## src/rtl/mem_port_arbiter_if.sv

```systemverilog
// Bus bundle between the two pipeline requesters, the shared memory port and
// the arbiter. The arbiter connects through the slave modport; the requesters
// and the memory (or a bench standing in for them) use the master modport.
//
// Handshake: a requester raises req_x and keeps it high, with its address and
// data, until done_x pulses for one cycle. gnt_x marks ownership of the port
// from the ACCESS entry edge through the done cycle. Address and write data are
// latched at ACCESS entry, so the requester may change them once granted.
// A request dropped after the grant does not cancel the access. Its done pulse
// still arrives. On the memory side, mem_en and mem_wr strobe for one cycle,
// and mem_rdata is sampled exactly LAT cycles after the mem_en cycle.
interface mem_port_arbiter_if;
    logic        req_if;
    logic [63:0] addr_if;
    logic        req_dm;
    logic        wr_dm;
    logic [63:0] addr_dm;
    logic [63:0] wdata_dm;
    logic        gnt_if;
    logic        gnt_dm;
    logic        done_if;
    logic        done_dm;
    logic [63:0] rdata;
    logic        mem_sel;
    logic        mem_en;
    logic        mem_wr;
    logic [63:0] mem_addr;
    logic [63:0] mem_wdata;
    logic [63:0] mem_rdata;
    logic        busy;

    modport slave (
        input  req_if, addr_if, req_dm, wr_dm, addr_dm, wdata_dm, mem_rdata,
        output gnt_if, gnt_dm, done_if, done_dm, rdata, mem_sel, mem_en,
               mem_wr, mem_addr, mem_wdata, busy
    );

    modport master (
        output req_if, addr_if, req_dm, wr_dm, addr_dm, wdata_dm, mem_rdata,
        input  gnt_if, gnt_dm, done_if, done_dm, rdata, mem_sel, mem_en,
               mem_wr, mem_addr, mem_wdata, busy
    );
endinterface

```

## src/rtl/mem_port_arbiter.sv

```systemverilog
// Shares one 64-bit memory port between instruction fetch (IF) and data
// memory (DM). DM has priority. IF is forced through after STARVE_MAX
// consecutive DM grants that found IF waiting. Each access holds the port for
// LAT+1 ACCESS cycles and one DONE cycle. The read data is registered at the
// end of the last ACCESS cycle.
module mem_port_arbiter #(
    parameter int LAT        = 2,  // 1..15
    parameter int STARVE_MAX = 4   // 1..15
) (
    input  logic                  clk,
    input  logic                  rst_n,
    mem_port_arbiter_if.slave     bus,
    output logic [1:0]            dbg_state_o
);
    typedef enum logic [1:0] {
        IDLE   = 2'd0,
        ACCESS = 2'd1,
        DONE   = 2'd2
    } state_t;

    state_t      state_q;
    logic [3:0]  lat_cnt_q;
    logic [3:0]  starve_cnt_q;
    logic        sel_q;
    logic        gnt_if_q;
    logic        gnt_dm_q;
    logic        done_if_q;
    logic        done_dm_q;
    logic        busy_q;
    logic        mem_en_q;
    logic        mem_wr_q;
    logic [63:0] rdata_q;
    logic [63:0] mem_addr_q;
    logic [63:0] mem_wdata_q;

    logic        elig_if;
    logic        elig_dm;
    logic        win_if;
    logic        win_dm;
    logic [3:0]  starve_cnt_d;

    // Arbitration: the owner finishing in DONE is masked so its still-high req
    // is not mistaken for a new request.
    always_comb begin
        elig_if      = bus.req_if && !(state_q == DONE && !sel_q);
        elig_dm      = bus.req_dm && !(state_q == DONE &&  sel_q);
        win_dm       = elig_dm && !(starve_cnt_q == 4'(STARVE_MAX) && elig_if);
        win_if       = !win_dm && elig_if;
        starve_cnt_d = starve_cnt_q;
        if (win_if || !elig_if) begin
            starve_cnt_d = 4'd0;
        end else if (win_dm && starve_cnt_q < 4'(STARVE_MAX)) begin
            starve_cnt_d = starve_cnt_q + 4'd1;
        end
    end

    // Port sequencer: arbitrate in IDLE/DONE, hold the access for LAT+1 cycles,
    // capture read data and pulse done for the owner.
    always_ff @(posedge clk or negedge rst_n) begin
        if (!rst_n) begin
            state_q      <= IDLE;
            lat_cnt_q    <= 4'd0;
            starve_cnt_q <= 4'd0;
            sel_q        <= 1'b0;
            gnt_if_q     <= 1'b0;
            gnt_dm_q     <= 1'b0;
            done_if_q    <= 1'b0;
            done_dm_q    <= 1'b0;
            busy_q       <= 1'b0;
            mem_en_q     <= 1'b0;
            mem_wr_q     <= 1'b0;
            rdata_q      <= 64'd0;
            mem_addr_q   <= 64'd0;
            mem_wdata_q  <= 64'd0;
        end else begin
            mem_en_q  <= 1'b0;
            mem_wr_q  <= 1'b0;
            done_if_q <= 1'b0;
            done_dm_q <= 1'b0;
            case (state_q)
                IDLE, DONE: begin
                    starve_cnt_q <= starve_cnt_d;
                    if (win_dm || win_if) begin
                        state_q     <= ACCESS;
                        lat_cnt_q   <= 4'd0;
                        sel_q       <= win_dm;
                        gnt_dm_q    <= win_dm;
                        gnt_if_q    <= win_if;
                        busy_q      <= 1'b1;
                        mem_en_q    <= 1'b1;
                        mem_wr_q    <= win_dm && bus.wr_dm;
                        mem_addr_q  <= win_dm ? bus.addr_dm  : bus.addr_if;
                        mem_wdata_q <= win_dm ? bus.wdata_dm : 64'd0;
                    end else begin
                        state_q  <= IDLE;
                        gnt_if_q <= 1'b0;
                        gnt_dm_q <= 1'b0;
                        busy_q   <= 1'b0;
                    end
                end
                ACCESS: begin
                    lat_cnt_q <= lat_cnt_q + 4'd1;
                    if (lat_cnt_q == 4'(LAT)) begin
                        state_q   <= DONE;
                        rdata_q   <= bus.mem_rdata;
                        done_if_q <= !sel_q;
                        done_dm_q <= sel_q;
                    end
                end
                default: begin
                    state_q  <= IDLE;
                    gnt_if_q <= 1'b0;
                    gnt_dm_q <= 1'b0;
                    busy_q   <= 1'b0;
                end
            endcase
        end
    end

    assign bus.gnt_if    = gnt_if_q;
    assign bus.gnt_dm    = gnt_dm_q;
    assign bus.done_if   = done_if_q;
    assign bus.done_dm   = done_dm_q;
    assign bus.rdata     = rdata_q;
    assign bus.mem_sel   = sel_q;
    assign bus.mem_en    = mem_en_q;
    assign bus.mem_wr    = mem_wr_q;
    assign bus.mem_addr  = mem_addr_q;
    assign bus.mem_wdata = mem_wdata_q;
    assign bus.busy      = busy_q;
    assign dbg_state_o   = state_q;
endmodule

```

## src/flat_wrapper.sv

```systemverilog
// flat-port wrapper written by rule: the top's interface ports become plain ports
module mem_port_arbiter_flat 
#(
    parameter int LAT        = 2,          
    parameter int STARVE_MAX = 4           
)
  (clk, rst_n, dbg_state_o, bus_req_if, bus_addr_if, bus_req_dm, bus_wr_dm, bus_addr_dm, bus_wdata_dm, bus_mem_rdata, bus_gnt_if, bus_gnt_dm, bus_done_if, bus_done_dm, bus_rdata, bus_mem_sel, bus_mem_en, bus_mem_wr, bus_mem_addr, bus_mem_wdata, bus_busy);
  mem_port_arbiter_if bus_i ();
  input  logic clk;
  input  logic rst_n;
  output logic [1:0] dbg_state_o;
  input wire logic [$bits(bus_i.req_if)-1:0] bus_req_if;
  input wire logic [$bits(bus_i.addr_if)-1:0] bus_addr_if;
  input wire logic [$bits(bus_i.req_dm)-1:0] bus_req_dm;
  input wire logic [$bits(bus_i.wr_dm)-1:0] bus_wr_dm;
  input wire logic [$bits(bus_i.addr_dm)-1:0] bus_addr_dm;
  input wire logic [$bits(bus_i.wdata_dm)-1:0] bus_wdata_dm;
  input wire logic [$bits(bus_i.mem_rdata)-1:0] bus_mem_rdata;
  output wire logic [$bits(bus_i.gnt_if)-1:0] bus_gnt_if;
  output wire logic [$bits(bus_i.gnt_dm)-1:0] bus_gnt_dm;
  output wire logic [$bits(bus_i.done_if)-1:0] bus_done_if;
  output wire logic [$bits(bus_i.done_dm)-1:0] bus_done_dm;
  output wire logic [$bits(bus_i.rdata)-1:0] bus_rdata;
  output wire logic [$bits(bus_i.mem_sel)-1:0] bus_mem_sel;
  output wire logic [$bits(bus_i.mem_en)-1:0] bus_mem_en;
  output wire logic [$bits(bus_i.mem_wr)-1:0] bus_mem_wr;
  output wire logic [$bits(bus_i.mem_addr)-1:0] bus_mem_addr;
  output wire logic [$bits(bus_i.mem_wdata)-1:0] bus_mem_wdata;
  output wire logic [$bits(bus_i.busy)-1:0] bus_busy;
  assign bus_i.req_if = bus_req_if;
  assign bus_i.addr_if = bus_addr_if;
  assign bus_i.req_dm = bus_req_dm;
  assign bus_i.wr_dm = bus_wr_dm;
  assign bus_i.addr_dm = bus_addr_dm;
  assign bus_i.wdata_dm = bus_wdata_dm;
  assign bus_i.mem_rdata = bus_mem_rdata;
  assign bus_gnt_if = bus_i.gnt_if;
  assign bus_gnt_dm = bus_i.gnt_dm;
  assign bus_done_if = bus_i.done_if;
  assign bus_done_dm = bus_i.done_dm;
  assign bus_rdata = bus_i.rdata;
  assign bus_mem_sel = bus_i.mem_sel;
  assign bus_mem_en = bus_i.mem_en;
  assign bus_mem_wr = bus_i.mem_wr;
  assign bus_mem_addr = bus_i.mem_addr;
  assign bus_mem_wdata = bus_i.mem_wdata;
  assign bus_busy = bus_i.busy;
  mem_port_arbiter #(.LAT(LAT), .STARVE_MAX(STARVE_MAX)) u_core (.clk(clk), .rst_n(rst_n), .bus(bus_i), .dbg_state_o(dbg_state_o));
endmodule
```

## config.mk

```make
export PLATFORM = sky130hd
export DESIGN_NAME = mem_port_arbiter_flat
export DESIGN_NICKNAME = d
export VERILOG_FILES = /design/src/rtl/mem_port_arbiter_if.sv /design/src/rtl/mem_port_arbiter.sv /design/src/flat_wrapper.sv
export SDC_FILE = /design/constraint.sdc
export NUM_CORES = 1
export LEC_CHECK = 0
export CORE_AREA = 5 5 176 178
export DETAILED_ROUTE_END_ITERATION = 7
export DIE_AREA = 0 0 181 183
export GPL_TIMING_DRIVEN = 0
export HOLD_SLACK_MARGIN = 0.15
export PLACE_DENSITY = 0.62
export SLEW_MARGIN = 0
export SYNTH_ARGS = -nofsm -noshare
export SYNTH_HDL_FRONTEND = slang
export SYNTH_SLANG_ARGS = --single-unit
```

## constraint.sdc

```tcl
create_clock -name clk -period 2 [get_ports clk]
set_input_delay 0.4 -clock clk [delete_from_list [all_inputs] [get_ports clk]]
set_output_delay 0.4 -clock clk [all_outputs]
set_load 0.01 [all_outputs]
```

==> results list <==
- Routability-driven placement finished with a final weighted congestion of between 0.8 and 0.9.
* Vias/cell: roughly 4.5
- sky130_fd_sc_hd__dfrtp_1 takes more of the synthesized area than any other cell.
- Master cell of the clock root buffer: sky130_fd_sc_hd__clkbuf_16
* RSZ-0062 raised after global routing: yes
- In this run switching power makes up 34.1% of total power.
* Final slew viol count: 0
* H-tree levels: 1
- After synthesis the cells add up to 0.00835 mm².
- Commonest non-fill, non-tap cell in the layout: sky130_fd_sc_hd__clkdlybuf4s50_1
- The area growth from synthesis to layout is 78.3%.
* Antenna-violating nets left: 0
- After synthesis, the largest area contributor takes up 63.0% of total cell area.
- IR analysis of the VDD net gives a maximum drop of 0.812 mV.
- Number of I/O port buffers: between 400 and 500
- Final count of hold timing violations: 0
* Count of unresolved DRC violations after routing: 0
- CP max FO: 10
- Combinational Power Share: 45.3%
- After detailed routing, the total wire length is slightly above 30000 µm.
- Count of clock tree sinks: 210
- Hold Crit Class: input port to flip-flop
- The final critical path takes up 97.3% of the cycle.
- I/O pin cnt: 463
- Crit path capture type: flip-flop
- Slew HR: a little over two fifths
* Worst Path Class, Setup: flip-flop to flip-flop
- Yosys attributes the largest share of cell area to sky130_fd_sc_hd__dfrtp_1, sky130_fd_sc_hd__nand2_1, sky130_fd_sc_hd__mux2i_1, sky130_fd_sc_hd__a22o_1, sky130_fd_sc_hd__a21oi_1.
* Share of post-route cells with drive strength above 1: about a tenth
- Diodes inserted: 0
- For this run, the post-layout net count is 1528.
* Die width: 181 µm
* Post-synth EDFFs: 0
- Initial antenna violation count: 0
- Category of the worst setup path launch point: flip-flop
- After global routing, the most crowded layer is met2.
* First-pass GRT wire length: roughly 47000 µm
- For the worst setup path, the data arrival time is 2.34 ns.
- All-layer global routing usage: 17.5%
* Clock Latency Late Sink: 0.51 ns
- Required time at the endpoint of the critical path: 2.39 ns
- After clock tree synthesis, the clock-pin slew on the worst setup and hold paths is ~0.06 ns.
- Maximum buffer depth of the clock tree: 3
- After synthesis, the share of flip-flops with an asynchronous set or reset is 100%.
- In the global route stage, met1 resource usage came out at 20.8%.
* Post-Route Setup TNS: 0 ns
* Static power due to leakage: 0.00663 µW
* Prevailing post-synth register cell: sky130_fd_sc_hd__dfrtp_1
- The synthesized design contains 210 register bits.
- Global routing finished with a remaining overflow of 0.
- The number of clock buffers added by TritonCTS is 24.
- Routed length per instance: 18.4 µm
* Total via count in the routed design: 7539
- Summed over all nets, the switching power comes to just under 8000 µW.
- The run finished with clean final reports.
- Core occupancy in the finished layout: 50.9%
- Global routing used 30.4% of the available met2 tracks.
- Starting density of the core: 28.5%
- The initialized floorplan defines 63 standard-cell rows.
- Slew at the pin closest to its max-slew limit: 0.855 ns
- The die covers 0.0331 mm².
* Min Clock Period, post-route: approximately 1.9 ns
- In this run, flip-flops and latches consume 32.9% of the power.
- Total internal power: 15100 µW
- Between clock sinks in the finished design, the worst skew comes to 0.00879 ns.
- Measured along the y axis, the die boundary spans around 180 µm.
- Via count of the first global-routing pass: just over 8000
- Met3 usage in global routing: 7.00%
* Share of synthesized area occupied by flip-flops and latches: 63.0%
- Portion of total power attributed to the clock network: 21.7%
- Warnings from Yosys: 0
- Synthesis produced a netlist with a net count of between 1000 and 1500.
- Synthesized area per cell: 10.9 µm²
- Hold slack: 0.408 ns
* Number of iterations in the first detailed-routing pass: 4
- Commonest non-fill, non-tap cells in the layout: sky130_fd_sc_hd__clkdlybuf4s50_1, sky130_fd_sc_hd__dfrtp_1, sky130_fd_sc_hd__nand2_1
* Fmax achieved: 514 MHz
* Power density of the placed cells: 1530 mW/mm²
- The first routing iteration left approximately 400 violations.
- In this run the standard cell core region covers 0.0292 mm².
- TritonCTS built the clock tree.
- Synthesis produced 765 cells.
- Entering global routing, the biggest net connects 111 pins.
* Number of different library cells in the post-synthesis netlist: 35
- Number of failing setup endpoints in the final timing report: 0
* Max_cap viols: 0
- HPWL reported at the end of detailed placement: 23300 µm
==> per-stage QoR <==
stage | area (µm²) | cells | setup slack (ns) | total power [µW]
CTS | 14500 | 1664 | -0.00757 | 22900
global route | 14900 | 1671 | -0.0869 | 24300
global placement | 13500 | 1617 | -8.63 | 17600
detailed placement | 13500 | 1618 | -0.572 | 17700
floorplan | 8350 | 765 | 0.286 | 11600
finish | 14900 | 1671 | 0.0535 | 22800
==> cell type report <==
cell class / count / area (µm²)
clock buffers: 31 / 708
multi-input cells: 497 / 3070
flip-flops and latches: 210 / 5260
plain buffers: 50 / 352
clock inverters: 13 / 198
repair buffers: 472 / 4780
well taps: 390 / 488
fillers: 2622 / 14400
inverters: 8 / 30.0
==> Yosys cell counts, types with 2 or more instances <==
cell	number
sky130_fd_sc_hd__inv_1	7
sky130_fd_sc_hd__nor2b_1	2
sky130_fd_sc_hd__nand3b_1	2
sky130_fd_sc_hd__a21o_1	3
sky130_fd_sc_hd__nor2_1	67
sky130_fd_sc_hd__mux2i_1	64
sky130_fd_sc_hd__nand2_1	200
sky130_fd_sc_hd__nand3_1	3
sky130_fd_sc_hd__a22o_1	66
sky130_fd_sc_hd__dfrtp_1	210
sky130_fd_sc_hd__buf_1	3
sky130_fd_sc_hd__clkbuf_1	14
sky130_fd_sc_hd__a21oi_1	65
sky130_fd_sc_hd__o21ai_0	5
sky130_fd_sc_hd__buf_4	5
sky130_fd_sc_hd__clkbuf_4	2
sky130_fd_sc_hd__buf_2	26
sky130_fd_sc_hd__ha_1	4
==> registers in the layout, summed over array words and instances (netlist names) <==
register              flops
u_core.bus.mem_addr      64
u_core.bus.mem_wdata     64
u_core.bus.rdata         64
u_core.lat_cnt_q          4
u_core.starve_cnt_q       4
u_core.dbg_state_o        2
u_core.bus.busy           1
u_core.bus.done_dm        1
u_core.bus.done_if        1
u_core.bus.gnt_dm         1
u_core.bus.gnt_if         1
u_core.bus.mem_en         1
u_core.bus.mem_sel        1
u_core.bus.mem_wr         1
==> critical path: stages, from the launching register on <==
cell	delay, ns
sky130_fd_sc_hd__dfrtp_1	0.40
sky130_fd_sc_hd__inv_1	0.07
sky130_fd_sc_hd__ha_2	0.18
sky130_fd_sc_hd__nand4b_1	0.13
sky130_fd_sc_hd__o211ai_1	0.20
sky130_fd_sc_hd__buf_4	0.19
sky130_fd_sc_hd__buf_12	0.16
sky130_fd_sc_hd__buf_8	0.17
sky130_fd_sc_hd__mux2i_2	0.24
sky130_fd_sc_hd__a21oi_1	0.09
==> logic make-up after synthesis <==
family	count (synthesis)	synth area share, %
buffers and inverters	58	3.31
flip-flops	210	63.0
adder cells (fa/ha/maj)	4	0.600
AO/OA/AOI/OAI	146	12.1
multiplexers	65	7.81
XOR/XNOR	1	0.105
AND/OR/NAND/NOR	281	13.1
==> power by group through the flow <==
| stage | combinational [µW] | sequential (µW) | clock [µW] |
|---|---|---|---|
| after floorplan | 3240 | 8380 | 0 |
| after global placement | 10100 | 7500 | 0 |
| after detailed placement | 10200 | 7510 | 0 |
| after CTS | 10300 | 7520 | 5110 |
| after global routing | 11200 | 7790 | 5270 |
| final | 10300 | 7510 | 4960 |
==> per-layer routing <==
metal	vias to the layer above	part of all wire [%]	wire length (µm)
li1	3571	-	-
met1	3597	39	12000
met2	331	49	15200
met3	40	9.9	3040
met4	0	1.9	573
met5	-	0	0
==> path summary, 6_finish.rpt <==
path	from	endpoint	slack, ns	cells past startpoint
setup / recovery	u_core.starve_cnt_q[0]	u_core.bus.mem_addr[47]	0.05	9
hold / removal	bus_mem_rdata[40]	u_core.bus.rdata[40]	0.41	3
setup reg to reg	u_core.starve_cnt_q[0]	u_core.bus.mem_addr[47]	0.05	9
hold reg to reg	u_core.bus.rdata[21]	u_core.bus.rdata[21]	0.47	2
max in group asynchronous	rst_n	u_core.bus.mem_addr[58]	0.50	3
min in group asynchronous	rst_n	u_core.bus.mem_wdata[35]	0.44	2
==> repair_timing <==
item                                    CTS  global route
gates cloned                              0             3
pin swaps                                 1            17
hold buffers                              1             0
endpoints found under the setup margin  113           110
hold endpoints to repair                100             0
buffers inserted                          1             4
gates resized for setup                  16            77
(Power assumes the default switching activity.)
